--- src/rtl/imem_loader.sv ---
// Instruction memory loader: receives a big-endian byte stream, assembles
// 32-bit words and writes them to consecutive word addresses of the
// instruction memory while holding the CPU.
module imem_loader (
  input  logic        clk,
  input  logic        clrn,
  input  logic        start,
  input  logic [5:0]  word_count,
  input  logic        in_valid,
  input  logic [7:0]  in_byte,
  output logic        in_ready,
  output logic        wr_en,
  output logic [31:0] wr_addr,
  output logic [31:0] wr_data,
  output logic        busy,
  output logic        cpu_hold,
  output logic        done,
  output logic [7:0]  checksum
);

  typedef enum logic [1:0] {
    S_IDLE  = 2'd0,
    S_RECV  = 2'd1,
    S_WRITE = 2'd2,
    S_DONE  = 2'd3
  } state_t;

  state_t      state_reg;
  state_t      state_next;

  logic [5:0]  count_reg;     // number of words to load this session (0..32)
  logic [5:0]  word_idx_reg;  // index of the word currently being assembled
  logic [1:0]  byte_cnt_reg;  // bytes of the current word received so far
  logic [23:0] word_reg;      // first three bytes of the word in progress
  logic [7:0]  checksum_reg;
  logic [31:0] wr_addr_reg;
  logic [31:0] wr_data_reg;

  logic        start_ok;
  logic        accept;
  logic        last_byte;
  logic [5:0]  count_clamped;
  logic [5:0]  word_idx_inc;

  // Start is only honoured between sessions; a byte moves only while receiving.
  assign start_ok      = start && ((state_reg == S_IDLE) || (state_reg == S_DONE));
  assign accept        = in_valid && (state_reg == S_RECV);
  assign last_byte     = accept && (byte_cnt_reg == 2'd3);
  assign count_clamped = (word_count > 6'd32) ? 6'd32 : word_count;
  assign word_idx_inc  = word_idx_reg + 6'd1;

  // State register.
  always_ff @(posedge clk or negedge clrn) begin
    if (!clrn) begin
      state_reg <= S_IDLE;
    end else begin
      state_reg <= state_next;
    end
  end

  // Next-state logic: a zero-length session goes straight to DONE.
  always_comb begin
    state_next = state_reg;
    case (state_reg)
      S_IDLE, S_DONE: begin
        if (start) begin
          state_next = (count_clamped == 6'd0) ? S_DONE : S_RECV;
        end
      end
      S_RECV: begin
        if (last_byte) begin
          state_next = S_WRITE;
        end
      end
      S_WRITE: begin
        state_next = (word_idx_inc == count_reg) ? S_DONE : S_RECV;
      end
      default: state_next = S_IDLE;
    endcase
  end

  // Outputs decoded from the current state; the CPU is held for the whole session.
  always_comb begin
    in_ready = (state_reg == S_RECV);
    wr_en    = (state_reg == S_WRITE);
    busy     = (state_reg == S_RECV) || (state_reg == S_WRITE);
    cpu_hold = busy;
    done     = (state_reg == S_DONE);
  end

  // Datapath: session setup, byte assembly, checksum and the write-port registers.
  always_ff @(posedge clk or negedge clrn) begin
    if (!clrn) begin
      count_reg    <= 6'd0;
      word_idx_reg <= 6'd0;
      byte_cnt_reg <= 2'd0;
      word_reg     <= 24'd0;
      checksum_reg <= 8'd0;
      wr_addr_reg  <= 32'd0;
      wr_data_reg  <= 32'd0;
    end else begin
      if (start_ok) begin
        count_reg    <= count_clamped;
        word_idx_reg <= 6'd0;
        byte_cnt_reg <= 2'd0;
        checksum_reg <= 8'd0;
      end
      if (accept) begin
        word_reg     <= {word_reg[15:0], in_byte};
        byte_cnt_reg <= byte_cnt_reg + 2'd1;
        checksum_reg <= checksum_reg + in_byte;
      end
      // The completed word and its address are captured as WRITE is entered,
      // so they are stable during the strobe and hold afterwards.
      if (last_byte) begin
        wr_data_reg <= {word_reg, in_byte};
        wr_addr_reg <= {25'd0, word_idx_reg[4:0], 2'b00};
      end
      if (state_reg == S_WRITE) begin
        word_idx_reg <= word_idx_inc;
      end
    end
  end

  assign wr_addr  = wr_addr_reg;
  assign wr_data  = wr_data_reg;
  assign checksum = checksum_reg;

endmodule

--- config.mk ---
export PLATFORM = sky130hd
export DESIGN_NAME = imem_loader
export DESIGN_NICKNAME = d
export VERILOG_FILES = /design/src/rtl/imem_loader.sv
export SDC_FILE = /design/constraint.sdc
export NUM_CORES = 1
export LEC_CHECK = 0
export BUFFER_PORTS_ARGS = -buffer_cell sky130_fd_sc_hd__buf_4
export CAP_MARGIN = 0
export CORE_ASPECT_RATIO = 1.5
export CORE_MARGIN = 3
export CORE_UTILIZATION = 40
export DETAILED_ROUTE_END_ITERATION = 10
export PLACE_DENSITY = 0.66
export SYNTH_ARGS = -nofsm -noshare
export SYNTH_HDL_FRONTEND = slang
export SYNTH_SLANG_ARGS = --single-unit
--- constraint.sdc ---
create_clock -name clk -period 1.85 [get_ports clk]
set_input_delay 0.555 -clock clk [delete_from_list [all_inputs] [get_ports clk]]
set_output_delay 0.555 -clock clk [all_outputs]
set_load 0.01 [all_outputs]
# [Word-level counts from Yosys, hierarchy flattened]
# Cells that the tools add are included.
[totals] ff_bits=85 inputBits=18 elab_cells=42
[classes] add_sub_neg=3 order_cmp=1 eq_ne=7 n_mux=12 reduce_logical=11
[op_table] operator="$mux W6" count=3
[op_table] operator="$mux W8" count=2
[op_table] operator="$mux W2" count=6
[op_table] operator="$add A8 B8 Y8" count=1
[op_table] operator="$add A6 B1 Y6 const B" count=1
[op_table] operator="$eq A2 B2 Y1 const B" count=3
[op_table] operator="$eq A6 B6 Y1" count=1
[op_table] operator="$gt A6 B6 Y1 const B" count=1
[op_table] operator="$logic_not A6 Y1" count=1
[op_table] operator="$pmux W2 S3" count=1
[op_table] operator="$reduce_bool A2 Y1" count=2
[op_table] operator="$logic_and A1 B1 Y1" count=3
[op_table] operator="$add A2 B1 Y2 const B" count=1
[op_table] operator="$eq A2 B1 Y1 const B" count=1
[op_table] operator="$logic_not A2 Y1" count=1
[op_table] operator="$logic_or A1 B1 Y1" count=2
[op_table] operator="$ne A2 B1 Y1 const B" count=1
[op_table] operator="$ne A2 B2 Y1 const B" count=1
[op_table] operator="$reduce_and A2 Y1" count=1
[op_table] operator="$reduce_or A2 Y1" count=1

# [Depth between registers and ports, before layout]
[logic_depth] depth_word=6 depth_mapped=8 mapped_depth_nobuf=7

# [Least setup slack after synthesis]
# No wires, ideal clock.
[synth_path] kind="input to register" start="in in_byte[2]" end="reg checksum_reg[7], in the netlist checksum[7]" arrival_ns=2.025 required_ns=1.732 slack_ns=-0.293 stages=6 cell_sequence="ha_1 o21ai_1 o21a_1 or4_4 a31o_1 a21o_1"
[synth_between] elab_chain_cells=2
[synth_lines] element="start: declaration" line_no="10" text="input logic [7:0] in_byte,"
[synth_lines] element="$add A8 B8 Y8" line_no="111" text="checksum_reg <= checksum_reg + in_byte;"
[synth_lines] element="$mux W8" line_no="108" text="if (accept) begin"
[synth_lines] element="end signal: assignment" line_no="111"
[synth_lines] element="end: declaration" line_no="35" text="logic [7:0] checksum_reg;"
# No other way between the ends.
# A chain may end at the register's enable or synchronous reset.

# [Final worst setup path]
[layout_path] start="reg checksum_reg[1], in the netlist checksum[1]" end="reg checksum_reg[7], in the netlist checksum[7]"
[layout_between] elab_chain_cells=2
[layout_lines] element="$add A8 B8 Y8" line_no="111"
[layout_lines] element="$mux W8" line_no="108"
# No other way between the ends.

==> summary.txt <==
Run status
  • Outcome: complete, but fails checks
  • Failing checks: negative setup slack

Job
  • Max_cap viols: 0

Finish
  • Fin area: 5269 µm²
  • Final instance count without filler cells: 590
  • Fin util: 0.5564
  • Antenna diodes: 0
  • Fill cell count: 829
  • Fraction of layout cells with a size suffix above 1: 0.3808
  • Nets: 505
  • Max reg flops: 32
  • Area Growth Syn to Fin: 32.71%

Die
  • Die Ht: 128.0 µm
  • Die area: 11180 µm²
  • Rows: 43
  • Core Box Area: 9469 µm²
  • Die X: 87.35 µm
  • Boundary Pins: 95
  • Initial Utilization: 0.4193

Placed design
  • Number of I/O port buffers: 67
  • Placed Area: 4853 µm²
  • Placed insts: 565
  • Post-place setup slack: -333.6 ps
  • Hpwl dp: 6142 µm
  • Gpl congestion: 0.8250

Routing
  • Drt pass-1 iters: 4
  • Drt via density: 4.859
  • Routed Antenna Nets: 0
  • DRC viols: 0
  • Routed via count: 2867
  • Final wirelength: 8573 µm
  • WL/cell: 14.53 µm
  • DR iter-0 viols: 157

Clocking
  • CTS root buffer: clkbuf_16
  • Hold buffer count at cts: 0
  • Longest Clk Path Bufs: 2
  • CTS tree: yes
  • H-tree depth: 3
  • CTS Sinks: 85
  • CTS clk-pin slew, worst paths: 60 ps
  • Latest clock arrival within the worst-skew pair: 340 ps
  • Num CTS Buffers: 9

Setup path
  • CP startpoint kind: register
  • Setup CP Type: reg -> reg
  • Worst R2R Start: checksum[1]
  • Worst-path fanout max: 2
  • Worst Path Required: 2080 ps
  • Arr. time, crit path: 2190 ps
  • Worst setup startpoint: checksum[1]
  • CP Capture Type: register

STA
  • Final Skew: 8.089 ps
  • Final worst-path cycle share: 1.063
  • Fin Setup TNS: -150.1 ps
  • Fin. Hold Viols: 0
  • RSZ-0062 raised after global routing: yes
  • Minimum clock period: 1967 ps
  • Max-slew violation count: 0
  • Max Fclk: 0.5083 GHz
  • Final setup vio count: 2
  • Setup ws final: -117.4 ps
  • WHS: 13.52 ps

Power and ir drop
  • Lkg Pwr: 2.733 nW
  • Pwr Total: 8.143 mW
  • Clk pwr share: 0.206
  • Switching part of the total power: 0.3447
  • Sequential Power Share: 0.362
  • Combinational share of power: 0.432
  • Cell Int Power: 5.336 mW
  • VDD IR-drop max: 0.8264 mV
  • NetSw: 2.807 mW
  • Pwr Density: 1546 nW/µm²

Synthesis
  • Cell Area, Synth: 3970 µm²
  • Top-count cell post-synth: nand2_1
  • Synth top area cells: dfrtp_1 (54%), mux2_2 (9.4%), nand2_1 (8.8%)
  • Sequential area share after synthesis: 0.5358
  • Cells after Synth: 363
  • Commonest cells post-synth: nand2_1 (93), dfrtp_1 (85), mux2_2 (33), buf_4 (28), o21ai_0 (15)
  • FF+latch count, synth: 85
  • Synth warn: 0
  • EDFF count, synth: 0
  • Largest area contributor in the netlist: dfrtp_1
  • Synth async-reset ratio: 1.000
  • Ys flop type: dfrtp_1
  • Distinct cells, synth: 44
  • Syn avg cell area: 10.94 µm²
  • Top-area cell type share of the netlist area: 0.5358

GRT
  • Number of global-route vias before repair: 2821
  • Met2 Track Usage GR: 0.2651
  • Met3 Usage GRT: 0.03537
  • Routing usage on met1: 0.1975
  • First-pass GRT wire length: 13840 µm
  • Initial antenna violation count: 0
  • Total global-route track usage: 0.1600
  • Largest net degree at the start of global routing: 45
  • Grt ovf: 0
  • Layer with the highest usage: met2

Min path
  • Worst hold path type: in -> async
-- worst paths after layout --
check / endpoint / cells past startpoint / slack (ps)
hold reg to reg: word_reg[17] / 2 / 470
setup reg to reg: checksum[7] / 6 / -120
hold / removal: wr_data[26] / 1 / 10
min in group clk: word_reg[7] / 3 / 470
setup / recovery: checksum[7] / 6 / -120
max in group asynchronous: state_reg[1] / 2 / 1400
-- kinds of logic after synthesis --
kind of cell	count (synthesis)	synth area share
other	1	0.0009446
muxes	43	0.1204
and+or+nand+nor	120	0.1295
buffers and inverters	44	0.06902
xor gates and xnor gates	13	0.02868
AOI/OAI and AO/OA	43	0.06965
DFF	85	0.5358
adders and majority gates	14	0.04601
-- power groups by stage --
stage	Clock, mW	Sequential (mW)	Combinational [mW]
floorplan	0	3.05	1.70
global placement	0	2.96	3.10
detailed placement	0	2.99	3.17
CTS	1.71	2.95	3.35
global route	1.80	3.05	3.88
finish	1.68	2.95	3.52
-- cell usage in the layout, fill, tap and decap left out, types with 3 or more instances in the layout --
cell and count:
a211oi_1 3, a21o_1 3, a21oi_1 6, a22o_1 3, buf_12 4, buf_4 104
buf_6 6, clkbuf_16 9, conb_1 27, dfrtp_1 84, ha_1 6, ha_4 6
mux2_1 5, mux2_2 33, mux2i_1 5, nand2_1 92, nand2b_1 5, nand3_1 4
nor2_1 5, o21ai_0 14, xnor2_1 6, xor2_1 7
-- final cells by class --
cell class	count	area [µm²]	share of cell area
flip-flops and latches	85	2128	0.4039
multi-input cells	260	1780	0.3379
repair buffers	114	928.4	0.1762
clock buffers	11	242.7	0.04607
well taps	112	140.1	0.02660
clock inverters	5	35.03	0.006649
inverters	3	13.76	0.002612
-- layer usage --
layer / wire, µm / vias to the layer above
met5: 0 / -
met4: 174 / 0
met3: 389 / 12
met2: 4362 / 74
met1: 3647 / 1388
li1: - / 1393
-- what timing repair did --
| item | CTS | global route |
|---|---|---|
| resized for setup | 5 | 13 |
| pin swaps | 1 | 7 |
| buffers inserted | 5 | 5 |
| setup endpoints to repair | 5 | 7 |
-- critical path: stages, from the launching register on --
cell      delay, ps
dfrtp_1         420
ha_4            300
a211oi_4         60
o21a_1          190
or4_4           520
a31o_1          190
a21o_1          170
Note: power is estimated with default switching activity, not from simulation.
